===== src/rtl/win_led_ctrl.sv =====
// win_led_ctrl: RGB status LED driver for the 3-in-a-row game.
// Maps the 2-bit win code to a one-hot colour. Each new result blinks for
// BLINK_TOGGLES half-periods of BLINK_DIV cycles, then holds solid.
// Optional PWM brightness stage is built when WIN_LED_PWM_EN is defined;
// without it the brightness port is ignored and lit phases drive full on.
module win_led_ctrl #(
    parameter int unsigned PWM_BITS      = 8,
    parameter int unsigned BLINK_DIV     = 50_000_000,
    parameter int unsigned BLINK_TOGGLES = 6
) (
    input  logic                clk,
    input  logic                reset,
    input  logic [1:0]          detect_win,
    input  logic [PWM_BITS-1:0] brightness,
    output logic [2:0]          LED_out,
    output logic                busy
);

    localparam int unsigned DIV_W = (BLINK_DIV > 1) ? $clog2(BLINK_DIV) : 1;
    localparam int unsigned TOG_W = $clog2(BLINK_TOGGLES + 1);

    localparam logic [DIV_W-1:0] DIV_LAST = DIV_W'(BLINK_DIV - 1);
    localparam logic [TOG_W-1:0] TOG_DONE = TOG_W'(BLINK_TOGGLES);

    typedef enum logic [1:0] {
        IDLE  = 2'd0,
        BLINK = 2'd1,
        SOLID = 2'd2
    } state_t;

    state_t             state, state_n;
    logic [2:0]         colour, colour_n;
    logic [1:0]         code, code_n;
    logic [DIV_W-1:0]   div_cnt, div_n;
    logic [TOG_W-1:0]   tog_cnt, tog_n, tog_inc;
    logic               phase, phase_n;
    logic               start;
    logic               pwm_on;
    logic [2:0]         led_d;
    logic               busy_d;

    // Win code to one-hot RGB colour
    function automatic logic [2:0] code_colour(input logic [1:0] c);
        logic [2:0] rgb;
        case (c)
            2'b01:   rgb = 3'b100;
            2'b10:   rgb = 3'b010;
            2'b11:   rgb = 3'b001;
            default: rgb = 3'b000;
        endcase
        return rgb;
    endfunction

`ifdef WIN_LED_PWM_EN
    logic [PWM_BITS-1:0] pwm_cnt;

    // Free-running PWM counter, wraps naturally at full scale
    always_ff @(posedge clk) begin
        if (reset) begin
            pwm_cnt <= '0;
        end else begin
            pwm_cnt <= pwm_cnt + PWM_BITS'(1);
        end
    end

    // All-ones brightness forces 100% duty; zero gives always off
    assign pwm_on = (pwm_cnt < brightness) || (&brightness);
`else
    logic unused_brightness;

    // Brightness has no effect without the PWM stage
    assign unused_brightness = ^brightness;
    assign pwm_on            = 1'b1;
`endif

    // Blink sequencer next-state and counter logic
    always_comb begin
        state_n  = state;
        colour_n = colour;
        code_n   = code;
        div_n    = div_cnt;
        tog_n    = tog_cnt;
        phase_n  = phase;
        start    = 1'b0;
        tog_inc  = tog_cnt + TOG_W'(1);

        case (state)
            IDLE: begin
                if (detect_win != 2'b00) begin
                    start = 1'b1;
                end
            end
            BLINK: begin
                if (detect_win == 2'b00) begin
                    state_n = IDLE;
                    div_n   = '0;
                    tog_n   = '0;
                    phase_n = 1'b0;
                end else if (detect_win != code) begin
                    start = 1'b1;
                end else if (div_cnt == DIV_LAST) begin
                    div_n   = '0;
                    tog_n   = tog_inc;
                    phase_n = ~phase;
                    // Solid always lands lit regardless of toggle parity
                    if (tog_inc == TOG_DONE) begin
                        state_n = SOLID;
                        phase_n = 1'b1;
                    end
                end else begin
                    div_n = div_cnt + DIV_W'(1);
                end
            end
            SOLID: begin
                if (detect_win == 2'b00) begin
                    state_n = IDLE;
                    div_n   = '0;
                    tog_n   = '0;
                    phase_n = 1'b0;
                end else if (detect_win != code) begin
                    start = 1'b1;
                end
            end
            default: begin
                state_n = IDLE;
                div_n   = '0;
                tog_n   = '0;
                phase_n = 1'b0;
            end
        endcase

        // A start (new or changed code) restarts the blink from a lit phase
        if (start) begin
            state_n  = BLINK;
            code_n   = detect_win;
            colour_n = code_colour(detect_win);
            div_n    = '0;
            tog_n    = '0;
            phase_n  = 1'b1;
        end
    end

    // Next-cycle output drive from current sequencer state
    always_comb begin
        led_d  = 3'b000;
        busy_d = 1'b0;
        if (state != IDLE && phase && pwm_on) begin
            led_d = colour;
        end
        if (state == BLINK) begin
            busy_d = 1'b1;
        end
    end

    // Sequencer state register
    always_ff @(posedge clk) begin
        if (reset) begin
            state   <= IDLE;
            colour  <= 3'b000;
            code    <= 2'b00;
            div_cnt <= '0;
            tog_cnt <= '0;
            phase   <= 1'b0;
        end else begin
            state   <= state_n;
            colour  <= colour_n;
            code    <= code_n;
            div_cnt <= div_n;
            tog_cnt <= tog_n;
            phase   <= phase_n;
        end
    end

    // Registered LED and busy outputs
    always_ff @(posedge clk) begin
        if (reset) begin
            LED_out <= 3'b000;
            busy    <= 1'b0;
        end else begin
            LED_out <= led_d;
            busy    <= busy_d;
        end
    end

endmodule


===== config.mk =====
export PLATFORM = sky130hd
export DESIGN_NAME = win_led_ctrl
export DESIGN_NICKNAME = d
export VERILOG_FILES = /design/src/rtl/win_led_ctrl.sv
export SDC_FILE = /design/constraint.sdc
export NUM_CORES = 1
export LEC_CHECK = 0
export CORE_AREA = 2 2 51 89
export CTS_BUF_LIST = sky130_fd_sc_hd__clkbuf_2
export DETAILED_ROUTE_END_ITERATION = 10
export DIE_AREA = 0 0 53 91
export PLACE_DENSITY = 0.76
export SLEW_MARGIN = 20
export SYNTH_ARGS = -nofsm -noshare
export SYNTH_HDL_FRONTEND = slang
export SYNTH_SLANG_ARGS = --single-unit

===== constraint.sdc =====
create_clock -name clk -period 2 [get_ports clk]
set_clock_uncertainty 0.05 [all_clocks]
set_input_delay 0.4 -clock clk [delete_from_list [all_inputs] [get_ports clk]]
set_output_delay 0.4 -clock clk [all_outputs]
set_load 0.02 [all_outputs]

Word level (Yosys, flattened, before mapping)
Cells that the tools add are included.
Widths: inputs -> output; s select.
{"block": "op_classes", "muxes": 30, "add_sub_neg": 2, "n_reduce_logical": 13, "n_bitwise": 3, "n_eq_ne": 17}
{"op": "$mux 26", "n": 4}
{"op": "$pmux 26 s3", "n": 1}
{"op": "$add 26x1->26 const B", "n": 1}
{"op": "$eq 26x26->1 const B", "n": 1}
{"op": "$pmux 3 s3", "n": 2}
{"op": "$mux 3", "n": 4}
{"op": "$ne 3x3->1 const B", "n": 4}
{"op": "$ne 4x4->1 const B", "n": 3}
{"op": "$mux 1", "n": 11}
{"op": "$mux 2", "n": 5}
{"op": "$reduce_and 5->1", "n": 2}
{"op": "$reduce_and 4->1", "n": 2}
{"op": "$eq 2x2->1 const B", "n": 3}
{"op": "$pmux 2 s3", "n": 1}
{"op": "$reduce_or 2->1", "n": 3}
{"op": "$eq 2x1->1 const B", "n": 2}
{"op": "$logic_not 2->1", "n": 2}
{"op": "$ne 2x2->1 const B", "n": 2}
{"op": "$reduce_bool 2->1", "n": 2}
{"op": "$add 3x1->3 const B", "n": 1}
{"op": "$eq 3x3->1 const B", "n": 1}
{"op": "$not 1->1", "n": 3}
{"op": "$pmux 1 s3", "n": 1}
{"op": "$reduce_and 3->1", "n": 1}
{"op": "3 further kinds", "n": 3}
{"block": "word_totals", "in_bits": 12, "regBits": 41}

Longest topological paths before layout
Gate-level depths: netlist (run 1).
{"block": "logic_depth", "ltp_word": 8, "mapped_depth": 9}

Worst setup path after synthesis (run 1)
No wires, ideal clock.
{"block": "synth_path", "path_kind": "reg2reg", "from": "register state[0]", "to": "register div_cnt[22]", "t_arrival_ps": 2050, "setup_time_ps": 70, "stages_incl_launch_ff": 8, "path_buffers": 1, "setup_slack_ps": -170, "cell_sequence": "dfxtp_1 -> inv_1 -> ha_1 -> nand2b_1 -> or3_1 -> clkbuf_1 -> or4_1 -> a21oi_1"}
{"block": "synth_via", "elab_chain_len": 4, "word_cells_on_any_way": 11, "cone_classes": "eq/ne (4); mux (2); bitwise (1); reduce/logical (4)"}
{"element": "start, declared", "line": "31", "text": "state_t state, state_n;"}
{"element": "start signal, assigned", "line": "165", "text": "state <= state_n;"}
{"element": "$eq 2x1->1 or $eq 2x2->1 (tied branches)", "line": "87", "text": "case (state)"}
{"element": "$reduce_or 2->1 (no source line)"}
{"element": "$pmux 1 s2", "line": "87"}
{"element": "$reduce_or 2->1 (no source line)"}
{"element": "end signal, assigned", "line": "168", "text": "div_cnt <= div_n;"}
{"element": "end, declared", "line": "34", "text": "logic [DIV_W-1:0] div_cnt, div_n;"}
Several ways; a longest one is shown, not always the timed one.
A chain may end at the register's enable or synchronous reset.

Final worst setup path (run 1)
{"block": "layout_path", "from": "register div_cnt[18]", "to": "register tog_cnt[1]"}
{"block": "layout_via", "elab_chain_len": 3}
{"element": "$eq 26x26->1", "line": "101", "text": "end else if (div_cnt == DIV_LAST) begin"}
{"element": "$ne 3x3->1 (no source line)"}
{"element": "$reduce_and 4->1 (no source line)"}
{"element": "end signal, assigned", "line": "169", "text": "tog_cnt <= tog_n;"}
{"element": "end, declared", "line": "35", "text": "logic [TOG_W-1:0] tog_cnt, tog_n, tog_inc;"}
Every way passes these cells.

==> results.json, run 1 <==
{
  "grt-ovfl-total": 0,
  "drc": 0,
  "status": "finished, violations left",
  "synthCells": 260,
  "hold_viol_final": 0,
  "setup-violations-final": 14,
  "synth_top_family_by_area": "simple AND/OR/NAND/NOR gates",
  "numCtsBuffers": 5,
  "synth_xor_area_share_pct": 4.03,
  "synthMuxAreaShare_pct": 0.461,
  "cp.required_ns": 2.29,
  "max_freq_ghz": 0.486,
  "detail_route.iter0.violations": 100,
  "drive_above_1_share_pct": 34.3,
  "clock_latency_ns": 0.39,
  "synthAdderAreaFrac_pct": 4.03,
  "whs_ns": 0.420,
  "synth_cell_types": 48,
  "grt_pass1_vias": 2136,
  "finalCritPeriodShare_pct": 103,
  "core_mm2": 0.00407,
  "async_reset_ff_share_pct": 0,
  "cp_slowest_stage_delay_ns": 0.54,
  "firstDrtPassIters": 4,
  "area_delta_synth_final_pct": 35.7,
  "pin_count": 16,
  "hold_start": "colour[0]",
  "synth_simple_gate_area_share_pct": 33.6,
  "preCtsSetupSlack_ns": -0.487,
  "syn_area_mm2": 0.00217,
  "critPathLaunch": "div_cnt[18]",
  "path_class": "flip-flop to flip-flop",
  "initial_utilization_pct": 53.3,
  "path_max_fanout": 2,
  "crit_path_end_kind": "flip-flop",
  "port_buffers": 7,
  "path_clk_slew_ns": 0.19,
  "path_cells": "or4b_4 -> nor4_4 -> nand2_1 -> or4_4 -> a21oi_2",
  "rsz0062_at_grt": "true",
  "routed-via-count": 2231,
  "slew_viol_final": 0,
  "num_rows": 31,
  "fin_crit_ns": 2.06,
  "synth-edff-count": 0,
  "syn_nets": 279,
  "grt_usage_pct": 25.7,
  "dp_hpwl_um": 4100,
  "nets": 340,
  "reg2reg_from": "div_cnt[18]",
  "drv_cap": 0,
  "yosysWarnings": 0,
  "grt_max_degree": 13,
  "synth_area_leaders": "dfxtp_1 38%, a21oi_1 5.5%, ha_1 4.0%",
  "synth_top_cell_by_area": "dfxtp_1",
  "synth_seq_cells": 41,
  "hold_class": "flip-flop to flip-flop",
  "synth_top_area_share_pct": 37.8,
  "clock_path_buffers": 2,
  "powerDensity_mw_per_mm2": 899,
  "htree_levels": 2,
  "die_area_mm2": 0.00482,
  "irDropWorstVdd_mv": 0.903,
  "synth_ff_type": "dfxtp_1",
  "finalSetupTns_ns": -0.210,
  "worstPathArrival_ns": 2.34,
  "vias_per_cell": 6.03,
  "drt-wirelength-per-cell_um": 16.0,
  "final_antenna_net_count": 0,
  "startpoint_type": "flip-flop",
  "antenna_found_initial": 0,
  "diodes": 0,
  "setup_ws_ns": -0.0557,
  "routed_wl_um": 5920,
  "totalPowerFinal_mw": 2.65,
  "die_x_um": 53,
  "cts.sinks": 41,
  "violations": "negative setup slack",
  "cts_tree": "done",
  "tightest_slew_ns": 0.472,
  "die_h_um": 91,
  "syn-mean-instance-area_um2": 8.35,
  "cp_slowest_cell": "or4b_4",
  "p_leak_nw": 1.09,
  "grt_pass1_wl_um": 9380,
  "gp_congestion": 0.818,
  "yosysSeqAreaShare_pct": 37.8,
  "synth_compound_area_share_pct": 16.4,
  "cts_root_buffer": "clkbuf_2",
  "maxSlewHeadroom_pct": 68.2
}
==> routing by layer <==
layer,GRT usage [%],up-vias,part of all wire (%)
met5,0,-,0
met3,3.78,31,3.1
met1,25.4,1063,35
li1,-,1080,-
met2,47.2,57,57
met4,15.2,0,4.8
==> metrics by stage <==
step                instances  util (%)  instance area, um^2
floorplan                 260         -                 2200
global placement          351      64.4                 2620
detailed placement        351      64.4                 2620
CTS                       364      68.6                 2800
global route              370      72.4                 2950
finish                    370      72.4                 2950
==> cells in the mapped netlist, drive strengths merged (7+ instances only) <==
cell type	instances
clkbuf	8
dfxtp	41
a21oi	25
nand4	7
nor4	8
nor2	16
nand3	8
nand2b	7
ha	7
o21ai	16
or3	13
and3	7
nand2	23
xnor2	8
==> cell usage in the layout (no fill, tap or decap), drive strengths merged, types with 7 or more instances in the layout <==
cell type / n
nor4: 8
buf: 58
ha: 7
dfxtp: 41
a21oi: 25
nand2b: 7
nand3: 8
xnor2: 8
o21ai: 16
or3: 15
and3: 7
nand4: 7
nor2: 16
nand2: 23
==> final timing paths <==
kind / endpoint / slack, ns / cells after the start
worst min register to register: LED_out[0] / 0.42 / 1
worst min-delay path: LED_out[0] / 0.42 / 1
worst max-delay path: tog_cnt[1] / -0.06 / 5
worst max register to register: tog_cnt[1] / -0.06 / 5
==> state kept, by name, summed over array words and instances (netlist names) <==
register  count
LED_out       3
tog_cnt       3
code          2
state         2
phase         1
colour        3
div_cnt      26
busy          1
==> where the power goes <==
part	internal (mW)	switching, mW	leakage [nW]	total (mW)
registers	0.884	0.0626	0.336	0.947
clock network	0.0817	0.255	0.0265	0.337
logic	0.651	0.716	0.727	1.37
==> critical path, delay by kind of cell, from the launching register on <==
| kind | cells | cell delay [ns] |
|---|---|---|
| and+or+nand+nor | 4 | 1.49 |
| DFF | 1 | 0.36 |
| AOI/OAI and AO/OA | 1 | 0.12 |
==> logic make-up (layout without fill, tap and decap cells) <==
logic type | Yosys count | count (layout)
and+or+nand+nor | 124 | 126
xor gates and xnor gates | 10 | 10
adders and majority gates | 7 | 7
DFF | 41 | 41
buffers and inverters | 18 | 77
AOI/OAI and AO/OA | 59 | 59
muxes | 1 | 1
==> final cells by class <==
type	count	area, um^2
multi-input combinational	203	1470
clock inverter	1	3.75
tap	49	61.3
clock buffer	6	30.0
inverter	5	23.8
sequential	41	835
fill	312	1130
timing repair buffer	65	527
==> what timing repair did <==
item,in CTS,in global routing
setup buffers,4,5
hold buffers,0,0
resized for setup,29,26
pin swaps,13,13
cloned,2,1
endpoints found under the setup margin,30,32
Note: power is estimated with default switching activity, not from simulation.
==> run 2: changes to the inputs <==
REMOVE_ABC_BUFFERS = 1   (was unset)
==> run 2 against run 1 <==
Compared with the run above:
- the run still ends with negative setup slack left
- non-clock buffer count did not move
- total power rose by 12%
- routed wire length rose by 9.9%
- sequential power barely moved
- die area did not move
- count of clock-buffer cells in the layout did not move
- flip-flop and latch count did not move
- clock power rose by 46%
- critical path depth rose by 4
- cell count fell by 0.27%
- maximum frequency fell by 1.9%
- hold slack improved by 0.012 ns
- critical path type unchanged
- largest power group unchanged
==> results.json, run 2 (synthesis gave the netlist of run 1 again) <==
{
  "cts_root_buffer": "clkbuf_2",
  "htree_levels": 2,
  "path_max_fanout": 8,
  "grt_busiest_layer": "met2",
  "diodes": 0,
  "maxSlewHeadroom_pct": 65.5,
  "die_x_um": 53,
  "initial_utilization_pct": 53.3,
  "tightest_slew_ns": 0.512,
  "nets": 338,
  "grt_pass1_wl_um": 9760,
  "firstDrtPassIters": 4,
  "violations": "negative setup slack",
  "setup-violations-final": 19,
  "crit_path_end_kind": "flip-flop",
  "reg2reg_from": "state[1]",
  "setup_ws_ns": -0.0954,
  "p_leak_nw": 1.11,
  "dp_hpwl_um": 4060,
  "cts_tree": "done",
  "drt-wirelength-per-cell_um": 17.6,
  "drive_above_1_share_pct": 34.4,
  "largest-register": "div_cnt",
  "core_mm2": 0.00407,
  "max_freq_ghz": 0.477,
  "critPathLaunch": "state[1]",
  "largest_reg_flops": 26,
  "final_antenna_net_count": 0,
  "status": "finished, violations left",
  "cp.required_ns": 2.30,
  "die_area_mm2": 0.00482,
  "routed-via-count": 2246,
  "routed_wl_um": 6510,
  "die_h_um": 91,
  "gp_congestion": 0.832,
  "grt_util_met1_pct": 28.2,
  "finalSetupTns_ns": -0.679,
  "antenna_found_initial": 0,
  "rsz0062_at_grt": "true",
  "holdBufCountCts": 0,
  "final_cell_mix": "49 x buf_4, 34 x dfxtp_1, 20 x nand2_1",
  "final_common_cell": "buf_4",
  "path_clk_slew_ns": 0.22,
  "irDropWorstVdd_mv": 0.924,
  "hold_viol_final": 0,
  "drc": 0,
  "pin_count": 16,
  "gr-usage-met3_pct": 4.44,
  "path_class": "flip-flop to flip-flop",
  "cts.sinks": 41,
  "num_rows": 31,
  "clock_path_buffers": 2,
  "drv_cap": 0,
  "use_met2_pct": 46.1,
  "numCtsBuffers": 5,
  "place_area_mm2": 0.00262,
  "clock_latency_ns": 0.42,
  "slew_viol_final": 0,
  "detail_route.iter0.violations": 86,
  "hold_class": "input port to flip-flop",
  "fin_area_mm2": 0.00299,
  "startpoint_type": "flip-flop",
  "worstPathArrival_ns": 2.39,
  "finalCritPeriodShare_pct": 105,
  "grt_usage_pct": 26.5,
  "grt-ovfl-total": 0,
  "grt_pass1_vias": 2172,
  "hold_start": "detect_win[0]",
  "grt_max_degree": 13,
  "vias_per_cell": 6.09,
  "powerDensity_mw_per_mm2": 996,
  "fin_crit_ns": 2.10,
  "preCtsSetupSlack_ns": -0.507,
  "area_delta_synth_final_pct": 37.6,
  "port_buffers": 7
}
==> run 2: worst paths after layout <==
check	to	slack [ns]	cells past startpoint
max reg2reg	div_cnt[25]	-0.1	9
max	div_cnt[25]	-0.1	9
min reg2reg	LED_out[2]	0.43	1
min	code[0]	0.43	4
==> run 2: critical path: stages (launching register included) <==
cell and delay, ns:
dfxtp_4 0.44, inv_4 0.06, ha_4 0.17, nand2_2 0.06
a21oi_2 0.04, or3_4 0.43, buf_8 0.16, buf_12 0.13
or3_1 0.36, a21oi_1 0.13
==> run 2: repair_timing <==
item	in CTS	in global routing
buffers inserted	7	3
pin swaps	18	21
gates resized for setup	23	38
endpoints found under the setup margin	31	32
gates cloned	1	0
==> run 2: cell type report <==
| class | count | area, um^2 |
|---|---|---|
| Inverter | 5 | 23.8 |
| Multi-Input combinational cell | 201 | 1450 |
| Clock inverter | 2 | 33.8 |
| Fill cell | 294 | 1080 |
| Sequential cell | 41 | 835 |
| Clock buffer | 6 | 30.0 |
| Tap cell | 49 | 61.3 |
| Timing Repair Buffer | 65 | 553 |
==> run 2: metal layers <==
layer | up-vias | part of all wire [%]
met1 | 1059 | 34
met5 | - | 0
li1 | 1070 | -
met3 | 37 | 3.2
met2 | 80 | 56
met4 | 0 | 6.6
==> run 2: power by group <==
group          switching [mW]  internal, mW  total (mW)
Sequential             0.0635         0.885       0.948
Combinational           0.788         0.749        1.54
Clock                   0.279         0.213       0.492
==> run 2: per-stage QoR <==
step | hold WS, ns | utilization, % | total power, mW | instances
2_1_floorplan | 0.373 | - | 1.42 | 247
3_3_place_gp | 0.386 | 64.2 | 1.98 | 351
3_5_place_dp | 0.389 | 64.2 | 2.01 | 351
4_1_cts | 0.432 | 69.1 | 2.69 | 367
5_1_grt | 0.420 | 73.4 | 3.10 | 369
6_report | 0.433 | 73.4 | 2.98 | 369
